[src/rtl/rx_packet_dispatch_ctrl_if.sv]
// ---------------------------------------------------------------------------
// rx_packet_dispatch_ctrl_if
// Bundles every signal between the RX packet dispatch controller and its
// surroundings (packet decoder, RX FIFO, frame memory, config bus, status).
//
// Handshakes carried here:
//   - i_packet_done / i_packet_command: 1-cycle pulse from the decoder.
//   - o_fifo_rd / i_fifo_word: read command, data valid exactly one cycle later.
//   - o_mem_wr_en / i_mem_ready: valid/ready. A write transfers on a rising
//     clock edge where both are high. While valid is high and ready is low,
//     address and data are held stable.
//   - o_cfg_wr: 1-cycle strobe, no back-pressure.
//
// Modports:
//   master - the dispatch controller
//   slave  - the environment (FIFO, memory, config registers, host)
// ---------------------------------------------------------------------------
interface rx_packet_dispatch_ctrl_if #(
    parameter int ADDR_W = 16,
    parameter int CNT_W  = 16
);
    logic              i_packet_done;
    logic [1:0]        i_packet_command;
    logic              i_fifo_empty;
    logic [31:0]       i_fifo_word;
    logic              o_fifo_rd;
    logic              o_mem_wr_en;
    logic [ADDR_W-1:0] o_mem_addr;
    logic [31:0]       o_mem_data;
    logic              i_mem_ready;
    logic              o_cfg_wr;
    logic [7:0]        o_cfg_addr;
    logic [23:0]       o_cfg_data;
    logic              o_busy;
    logic              o_done;
    logic              o_overrun_err;
    logic [CNT_W-1:0]  o_words_written;

    modport master (
        input  i_packet_done, i_packet_command, i_fifo_empty, i_fifo_word, i_mem_ready,
        output o_fifo_rd, o_mem_wr_en, o_mem_addr, o_mem_data, o_cfg_wr, o_cfg_addr,
               o_cfg_data, o_busy, o_done, o_overrun_err, o_words_written
    );

    modport slave (
        output i_packet_done, i_packet_command, i_fifo_empty, i_fifo_word, i_mem_ready,
        input  o_fifo_rd, o_mem_wr_en, o_mem_addr, o_mem_data, o_cfg_wr, o_cfg_addr,
               o_cfg_data, o_busy, o_done, o_overrun_err, o_words_written
    );
endinterface

[src/rtl/rx_packet_dispatch_ctrl.sv]
// ---------------------------------------------------------------------------
// rx_packet_dispatch_ctrl
// Drains the UART RX FIFO after a packet has been decoded and routes each
// 32-bit word by the packet command:
//   2'b01 frame memory write (valid/ready), address from the write pointer
//   2'b10 config register write: addr = word[31:24], data = word[23:0]
//   2'b11 write pointer load from word[ADDR_W-1:0]
//   2'b00 flush (word discarded)
//
// Ports:
//   i_clock    system clock
//   i_reset_n  asynchronous reset, active low
//   bus        rx_packet_dispatch_ctrl_if.master (all data/handshake signals)
//   o_state    current FSM state for observation
// ---------------------------------------------------------------------------
module rx_packet_dispatch_ctrl #(
    parameter int ADDR_W    = 16,
    parameter int MEM_DEPTH = 65536,
    parameter int CNT_W     = 16
) (
    input  logic                            i_clock,
    input  logic                            i_reset_n,
    rx_packet_dispatch_ctrl_if.master       bus,
    output logic [2:0]                      o_state
);

    typedef enum logic [2:0] {
        S_IDLE  = 3'd0,
        S_CHECK = 3'd1,
        S_WAIT  = 3'd2,
        S_EXEC  = 3'd3,
        S_DONE  = 3'd4
    } state_t;

    localparam logic [1:0] CMD_FLUSH = 2'b00;
    localparam logic [1:0] CMD_MEM   = 2'b01;
    localparam logic [1:0] CMD_CFG   = 2'b10;
    localparam logic [1:0] CMD_WPTR  = 2'b11;

    localparam logic [ADDR_W-1:0] WPTR_LAST = ADDR_W'(MEM_DEPTH - 1);

    state_t            state;
    state_t            state_next;
    logic [1:0]        cmd;
    logic [31:0]       word;
    logic [ADDR_W-1:0] wptr;
    logic [ADDR_W-1:0] mem_addr;
    logic [31:0]       mem_data;
    logic [7:0]        cfg_addr;
    logic [23:0]       cfg_data;
    logic              overrun;
    logic [CNT_W-1:0]  words_written;

    logic              fifo_rd;
    logic              mem_wr_en;
    logic              cfg_wr;
    logic              busy;
    logic              done;
    logic              mem_accept;

    // ---------------------------------------------------------------------
    // FSM state register
    // ---------------------------------------------------------------------
    always_ff @(posedge i_clock or negedge i_reset_n) begin
        if (!i_reset_n) begin
            state <= S_IDLE;
        end else begin
            state <= state_next;
        end
    end

    // ---------------------------------------------------------------------
    // FSM next state and strobes. All strobes are decoded from the state
    // register so the async reset clears them immediately.
    // ---------------------------------------------------------------------
    always_comb begin
        state_next = state;
        fifo_rd    = 1'b0;
        mem_wr_en  = 1'b0;
        cfg_wr     = 1'b0;
        busy       = 1'b1;
        done       = 1'b0;
        case (state)
            S_IDLE: begin
                busy = 1'b0;
                if (bus.i_packet_done) begin
                    state_next = S_CHECK;
                end
            end
            S_CHECK: begin
                if (bus.i_fifo_empty) begin
                    state_next = S_DONE;
                end else begin
                    fifo_rd    = 1'b1;
                    state_next = S_WAIT;
                end
            end
            S_WAIT: begin
                state_next = S_EXEC;
            end
            S_EXEC: begin
                case (cmd)
                    CMD_MEM: begin
                        mem_wr_en = 1'b1;
                        if (bus.i_mem_ready) begin
                            state_next = S_CHECK;
                        end
                    end
                    CMD_CFG: begin
                        cfg_wr     = 1'b1;
                        state_next = S_CHECK;
                    end
                    default: begin
                        state_next = S_CHECK;
                    end
                endcase
            end
            S_DONE: begin
                done       = 1'b1;
                state_next = S_IDLE;
            end
            default: begin
                state_next = S_IDLE;
            end
        endcase
    end

    assign mem_accept = mem_wr_en && bus.i_mem_ready;

    // ---------------------------------------------------------------------
    // Datapath registers
    // ---------------------------------------------------------------------
    always_ff @(posedge i_clock or negedge i_reset_n) begin
        if (!i_reset_n) begin
            cmd           <= CMD_FLUSH;
            word          <= '0;
            wptr          <= '0;
            mem_addr      <= '0;
            mem_data      <= '0;
            cfg_addr      <= '0;
            cfg_data      <= '0;
            overrun       <= 1'b0;
            words_written <= '0;
        end else begin
            // Command is only taken from IDLE; a pulse while busy is dropped.
            if (state == S_IDLE && bus.i_packet_done) begin
                cmd <= bus.i_packet_command;
            end

            if (state != S_IDLE && bus.i_packet_done) begin
                overrun <= 1'b1;
            end

            // The FIFO word is valid during WAIT. The sink-facing registers
            // are loaded here so they stay frozen through a memory stall and
            // keep their last value while the other sinks are in use.
            if (state == S_WAIT) begin
                word <= bus.i_fifo_word;
                if (cmd == CMD_MEM) begin
                    mem_addr <= wptr;
                    mem_data <= bus.i_fifo_word;
                end
                if (cmd == CMD_CFG) begin
                    cfg_addr <= bus.i_fifo_word[31:24];
                    cfg_data <= bus.i_fifo_word[23:0];
                end
            end

            if (mem_accept) begin
                if (wptr == WPTR_LAST) begin
                    wptr <= '0;
                end else begin
                    wptr <= wptr + 1'b1;
                end
                if (!(&words_written)) begin
                    words_written <= words_written + 1'b1;
                end
            end

            if (state == S_EXEC && cmd == CMD_WPTR) begin
                wptr <= word[ADDR_W-1:0];
            end
        end
    end

    assign bus.o_fifo_rd       = fifo_rd;
    assign bus.o_mem_wr_en     = mem_wr_en;
    assign bus.o_mem_addr      = mem_addr;
    assign bus.o_mem_data      = mem_data;
    assign bus.o_cfg_wr        = cfg_wr;
    assign bus.o_cfg_addr      = cfg_addr;
    assign bus.o_cfg_data      = cfg_data;
    assign bus.o_busy          = busy;
    assign bus.o_done          = done;
    assign bus.o_overrun_err   = overrun;
    assign bus.o_words_written = words_written;
    assign o_state             = state;

endmodule

[src/flat_wrapper.sv]
// flat-port wrapper written by rule: the top's interface ports become plain ports
module rx_packet_dispatch_ctrl_flat 
#(
    parameter int ADDR_W    = 16,
    parameter int MEM_DEPTH = 65536,
    parameter int CNT_W     = 16
)
  (i_clock, i_reset_n, o_state, bus_i_packet_done, bus_i_packet_command, bus_i_fifo_empty, bus_i_fifo_word, bus_i_mem_ready, bus_o_fifo_rd, bus_o_mem_wr_en, bus_o_mem_addr, bus_o_mem_data, bus_o_cfg_wr, bus_o_cfg_addr, bus_o_cfg_data, bus_o_busy, bus_o_done, bus_o_overrun_err, bus_o_words_written);
  rx_packet_dispatch_ctrl_if #(.ADDR_W(ADDR_W), .CNT_W(CNT_W)) bus_i ();
  input  logic i_clock;
  input  logic i_reset_n;
  output logic [2:0] o_state;
  input wire logic [$bits(bus_i.i_packet_done)-1:0] bus_i_packet_done;
  input wire logic [$bits(bus_i.i_packet_command)-1:0] bus_i_packet_command;
  input wire logic [$bits(bus_i.i_fifo_empty)-1:0] bus_i_fifo_empty;
  input wire logic [$bits(bus_i.i_fifo_word)-1:0] bus_i_fifo_word;
  input wire logic [$bits(bus_i.i_mem_ready)-1:0] bus_i_mem_ready;
  output wire logic [$bits(bus_i.o_fifo_rd)-1:0] bus_o_fifo_rd;
  output wire logic [$bits(bus_i.o_mem_wr_en)-1:0] bus_o_mem_wr_en;
  output wire logic [$bits(bus_i.o_mem_addr)-1:0] bus_o_mem_addr;
  output wire logic [$bits(bus_i.o_mem_data)-1:0] bus_o_mem_data;
  output wire logic [$bits(bus_i.o_cfg_wr)-1:0] bus_o_cfg_wr;
  output wire logic [$bits(bus_i.o_cfg_addr)-1:0] bus_o_cfg_addr;
  output wire logic [$bits(bus_i.o_cfg_data)-1:0] bus_o_cfg_data;
  output wire logic [$bits(bus_i.o_busy)-1:0] bus_o_busy;
  output wire logic [$bits(bus_i.o_done)-1:0] bus_o_done;
  output wire logic [$bits(bus_i.o_overrun_err)-1:0] bus_o_overrun_err;
  output wire logic [$bits(bus_i.o_words_written)-1:0] bus_o_words_written;
  assign bus_i.i_packet_done = bus_i_packet_done;
  assign bus_i.i_packet_command = bus_i_packet_command;
  assign bus_i.i_fifo_empty = bus_i_fifo_empty;
  assign bus_i.i_fifo_word = bus_i_fifo_word;
  assign bus_i.i_mem_ready = bus_i_mem_ready;
  assign bus_o_fifo_rd = bus_i.o_fifo_rd;
  assign bus_o_mem_wr_en = bus_i.o_mem_wr_en;
  assign bus_o_mem_addr = bus_i.o_mem_addr;
  assign bus_o_mem_data = bus_i.o_mem_data;
  assign bus_o_cfg_wr = bus_i.o_cfg_wr;
  assign bus_o_cfg_addr = bus_i.o_cfg_addr;
  assign bus_o_cfg_data = bus_i.o_cfg_data;
  assign bus_o_busy = bus_i.o_busy;
  assign bus_o_done = bus_i.o_done;
  assign bus_o_overrun_err = bus_i.o_overrun_err;
  assign bus_o_words_written = bus_i.o_words_written;
  rx_packet_dispatch_ctrl #(.ADDR_W(ADDR_W), .MEM_DEPTH(MEM_DEPTH), .CNT_W(CNT_W)) u_core (.i_clock(i_clock), .i_reset_n(i_reset_n), .bus(bus_i), .o_state(o_state));
endmodule
[config.mk]
export PLATFORM = sky130hd
export DESIGN_NAME = rx_packet_dispatch_ctrl_flat
export DESIGN_NICKNAME = d
export VERILOG_FILES = /design/src/rtl/rx_packet_dispatch_ctrl_if.sv /design/src/rtl/rx_packet_dispatch_ctrl.sv /design/src/flat_wrapper.sv
export SDC_FILE = /design/constraint.sdc
export NUM_CORES = 1
export LEC_CHECK = 0
export CAP_MARGIN = 20
export CORE_MARGIN = 2
export CORE_UTILIZATION = 45
export CTS_CLUSTER_SIZE = 20
export DETAILED_ROUTE_END_ITERATION = 7
export HOLD_SLACK_MARGIN = 0.05
export PLACE_DENSITY = 0.75
export SLEW_MARGIN = 20
export SYNTH_ARGS = -nofsm -noshare
export SYNTH_HDL_FRONTEND = slang
export SYNTH_SLANG_ARGS = --single-unit
[constraint.sdc]
create_clock -name i_clock -period 5.7 [get_ports i_clock]
set_input_delay 0.855 -clock i_clock [delete_from_list [all_inputs] [get_ports i_clock]]
set_output_delay 0.855 -clock i_clock [all_outputs]
set_load 0.02 [all_outputs]
==> metrics.txt <==
# TYPE chip_impl_metric gauge
chip_impl_info{name="outcome",value="complete, no violations"} 1
chip_impl_metric{name="slew_headroom",unit=""} 0.313
chip_impl_metric{name="overall_via_count_from_detail_route",unit=""} 3926
chip_impl_metric{name="synthDistinctLibCells",unit=""} 45
chip_impl_metric{name="gpl.final_weighted_congestion",unit=""} 0.860
chip_impl_metric{name="switching_share",unit=""} 0.340
chip_impl_metric{name="max_cap_viol_count",unit=""} 0
chip_impl_metric{name="placeableCoreArea",unit="sq um"} 12100
chip_impl_info{name="endpoint_kind",value="output pin"} 1
chip_impl_metric{name="worstPathRequired",unit="ns"} 4.85
chip_impl_metric{name="wire_length_of_the_first_global_routing_pass",unit="microns"} 20000
chip_impl_metric{name="grt_use_total",unit=""} 0.196
chip_impl_metric{name="post_cts.repair.setup_buffers",unit=""} 0
chip_impl_metric{name="slew_violations",unit=""} 0
chip_impl_metric{name="grt_overflow",unit=""} 0
chip_impl_info{name="cts.root.buffer_cell",value="clkbuf_16"} 1
chip_impl_metric{name="timing.critical_path.fanout_max",unit=""} 2
chip_impl_metric{name="ant_nets",unit=""} 0
chip_impl_info{name="cp_cell_sequence",value="clkdlybuf4s50_1 > nor4_1 > clkdlybuf4s50_1"} 1
chip_impl_metric{name="floorplan.initialDensity",unit=""} 0.463
chip_impl_metric{name="share_comb_of_total_power",unit=""} 0.389
chip_impl_metric{name="report.final.setup_viol",unit=""} 0
chip_impl_metric{name="syn-cell-area",unit="sq um"} 5580
chip_impl_metric{name="final.hold.worst_slack",unit="ns"} 0.453
chip_impl_info{name="worstSetupPathType",value="in -> out"} 1
chip_impl_metric{name="finalCritPeriodShare",unit=""} 0.538
chip_impl_metric{name="clock.fmax",unit="MHz"} 326
chip_impl_metric{name="p_int",unit="W"} 0.00288
chip_impl_metric{name="drt-pass1-iter-count",unit=""} 5
chip_impl_metric{name="initialDrtViolationCount",unit=""} 233
chip_impl_metric{name="syn_nets",unit=""} 471
chip_impl_metric{name="post-route-cell-area",unit="sq um"} 7720
chip_impl_metric{name="p_switching",unit="W"} 0.00149
chip_impl_metric{name="grt_max_degree",unit=""} 85
chip_impl_metric{name="hold-path-cell-count",unit=""} 1
chip_impl_metric{name="layout_skew",unit="ns"} 0.00476
chip_impl_metric{name="drc_errors",unit=""} 0
chip_impl_metric{name="synth-seq-cells",unit=""} 134
chip_impl_metric{name="layout-drive-gt1-share",unit=""} 0.239
chip_impl_metric{name="syn_to_final_growth",unit="%"} 38.2
chip_impl_info{name="cts_tree",value="yes"} 1
chip_impl_info{name="timing.critical_path.from_type",value="primary input"} 1
chip_impl_metric{name="tritoncts.num_buffers",unit=""} 17
chip_impl_metric{name="viasPerCell",unit=""} 5.19
chip_impl_metric{name="r2r.worst_path.cells",unit=""} 6
chip_impl_metric{name="fin_tns_setup",unit="ns"} 0
chip_impl_metric{name="route.final.wire_length",unit="microns"} 12400
chip_impl_metric{name="die_y",unit="microns"} 115
chip_impl_metric{name="ys.warnings.count",unit=""} 0
chip_impl_metric{name="first_global_vias",unit=""} 3934
chip_impl_metric{name="die_w",unit="microns"} 115
chip_impl_metric{name="finalCriticalPeriod",unit="ns"} 3.07
chip_impl_info{name="worst_hold_path_type",value="reg -> reg"} 1
chip_impl_info{name="cpMostUsedCell",value="clkdlybuf4s50_1"} 1
chip_impl_metric{name="initial_antenna_violation_count",unit=""} 0
chip_impl_metric{name="ys_seq_area_frac",unit=""} 0.600
chip_impl_metric{name="timing.critical_path.slowest_cell_delay",unit="ns"} 0.67
chip_impl_metric{name="peakVddDrop",unit="mV"} 0.264
chip_impl_metric{name="syn-instance-count",unit=""} 430
chip_impl_metric{name="detailed_route_wire_length_per_cell",unit="microns"} 16.4
chip_impl_metric{name="cts_htree_levels",unit=""} 4
chip_impl_metric{name="io_pins",unit=""} 144
chip_impl_metric{name="worst_skew_pair.late_latency",unit="ns"} 0.41
chip_impl_metric{name="die_area",unit="sq um"} 13300
chip_impl_metric{name="power_density",unit="nW/um^2"} 566
chip_impl_metric{name="place_area",unit="sq um"} 7170
chip_impl_metric{name="port_buffers",unit=""} 143
chip_impl_metric{name="max_slew.worst_pin.slew",unit="ns"} 1.02
chip_impl_info{name="unrepaired_setup_endpoints_after_global_routing",value="no"} 1
chip_impl_metric{name="synth_edf_count",unit=""} 0
chip_impl_info{name="critical_path.slowest_cell",value="clkdlybuf4s50_1"} 1
chip_impl_metric{name="asyncSetResetFlopFracSynth",unit=""} 1.00
chip_impl_metric{name="hold_violations",unit=""} 0
chip_impl_metric{name="antennaDiodeCount",unit=""} 0
chip_impl_metric{name="finalPower",unit="W"} 0.00437
chip_impl_metric{name="clock_sink_total",unit=""} 134
chip_impl_metric{name="clockPowerShare",unit=""} 0.229
chip_impl_metric{name="num-nets-final",unit=""} 617
chip_impl_metric{name="place_hpwl",unit="microns"} 8590
chip_impl_metric{name="total_leakage_power",unit="nW"} 3.27
chip_impl_metric{name="timing.critical_path.arrival",unit="ns"} 2.21
chip_impl_metric{name="cts.path.max_buffers",unit=""} 2
chip_impl_metric{name="post_synth.cell_area_avg",unit="sq um"} 13.0
chip_impl_metric{name="cts_hold_repair.buffers",unit=""} 0
chip_impl_metric{name="worst_setup_hold_path_clk_slew",unit="ns"} 0.05
chip_impl_metric{name="fp-row-count",unit=""} 40
chip_impl_metric{name="seqPwrFrac",unit=""} 0.382
chip_impl_metric{name="post_cts.resized_instances",unit=""} 0
chip_impl_info{name="dominantRegCellSynth",value="dfrtp_1"} 1
power by group through the flow:
| stage | logic (W) | clock network, W | registers (W) |
|---|---|---|---|
| final | 0.00170 | 0.000999 | 0.00167 |
| after global routing | 0.00181 | 0.00107 | 0.00173 |
| after CTS | 0.00173 | 0.00102 | 0.00167 |
| after detailed placement | 0.00172 | 0 | 0.00168 |
| after global placement | 0.00169 | 0 | 0.00165 |
| after floorplan | 0.000589 | 0 | 0.00197 |
critical path: cells and delay by family:
kind / cells / cell delay [ns]
buffers and inverters: 2 / 1.08
AND/OR/NAND/NOR: 1 / 0.27
stage by stage:
step           cells  setup WS [ns]  utilization
5_1_grt          757           2.54        0.640
4_1_cts          757           2.64        0.640
2_1_floorplan    430           3.32            -
3_5_place_dp     725           2.65        0.594
3_3_place_gp     725           2.69        0.594
6_report         757           2.63        0.640
final timing paths:
path	endpoint	slack [ns]	start
setup / recovery	bus_o_fifo_rd	2.63	bus_i_fifo_empty
setup reg to reg	u_core.wptr[1]$_DFFE_PN0P_	3.27	u_core.wptr[0]$_DFFE_PN0P_
max in group asynchronous	u_core.wptr[7]$_DFFE_PN0P_	4.08	i_reset_n
min in group asynchronous	u_core.bus.o_mem_data[17]$_DFFE_PN0P_	0.47	i_reset_n
hold reg to reg	u_core.bus.o_overrun_err$_DFFE_PN0P_	0.45	u_core.bus.o_overrun_err$_DFFE_PN0P_
hold / removal	u_core.bus.o_overrun_err$_DFFE_PN0P_	0.45	u_core.bus.o_overrun_err$_DFFE_PN0P_
per-layer routing:
metal  wire length (microns)  part of all wire  vias to the layer above  track usage
li1                        -                 -                     1823            -
met1                    5570              0.45                     1965        0.254
met2                    5990              0.48                      121        0.314
met3                     649             0.052                       17       0.0543
met4                     220             0.018                        0       0.0747
met5                       0                 0                        -            0
cells in the mapped netlist (2+ instances only):
cell,instances,area share
or3_1,4,0.0045
a32oi_1,3,0.0047
ha_1,2,0.0045
nor2_1,16,0.011
dfrtp_1,134,0.60
nand3_1,13,0.012
mux2_2,94,0.19
a22oi_1,5,0.0067
xor2_1,8,0.013
o21ai_0,20,0.018
and2_1,2,0.0022
nand4_1,8,0.0090
nor3_1,10,0.0090
nand3b_1,2,0.0027
o211ai_1,3,0.0040
nor3b_1,2,0.0027
xnor2_1,5,0.0078
nand2_1,34,0.023
a21o_1,2,0.0027
clkbuf_1,4,0.0027
nor4_1,2,0.0022
buf_2,16,0.014
a21oi_1,7,0.0063
inv_1,13,0.0087
logic make-up (layout without fill, tap and decap cells):
family,after synthesis,in the layout,synth area share
AO/OA/AOI/OAI,47,47,0.0551
XOR/XNOR,13,13,0.0204
adder cells (fa/ha/maj),2,2,0.00448
buffers and inverters,33,192,0.0258
flip-flops,134,134,0.600
multiplexers,94,94,0.190
AND/OR/NAND/NOR,107,107,0.104
flip-flops by register name (all words and copies together) (netlist names), 2 cells and up:
name                        flops
u_core.word                    16
u_core.cmd                      2
u_core.wptr                    16
u_core.bus.o_mem_addr          16
u_core.bus.o_words_written     16
u_core.bus.o_mem_data          32
u_core.bus.o_cfg_addr           8
u_core.o_state                  3
u_core.bus.o_cfg_data          24
cell usage in the layout, fill, tap and decap left out, types with 3 or more instances in the layout:
| cell | synthesis | routed |
|---|---|---|
| clkdlybuf4s50_1 | 0 | 142 |
| o211ai_1 | 3 | 3 |
| inv_1 | 13 | 13 |
| clkinv_2 | 0 | 7 |
| mux2_2 | 94 | 94 |
| clkinvlp_4 | 0 | 5 |
| nand4_1 | 8 | 8 |
| dfrtp_1 | 134 | 134 |
| nor2_1 | 16 | 16 |
| clkbuf_16 | 0 | 17 |
| xnor2_1 | 5 | 5 |
| nand3_1 | 13 | 13 |
| or3_1 | 4 | 4 |
| a22oi_1 | 5 | 5 |
| a32oi_1 | 3 | 3 |
| o21ai_0 | 20 | 20 |
| a21oi_1 | 7 | 7 |
| nand2_1 | 34 | 34 |
| xor2_1 | 8 | 8 |
| buf_4 | 0 | 4 |
| nor3_1 | 10 | 10 |
cell type report:
cell class | count | area, sq um
Clock inverter | 14 | 111
Clock buffer | 18 | 439
Tap cell | 168 | 210
Inverter | 13 | 48.8
Multi-Input combinational cell | 263 | 2090
Sequential cell | 134 | 3350
Fill cell | 945 | 4340
Timing Repair Buffer | 147 | 1460
Power figures use the tool's default switching activity.
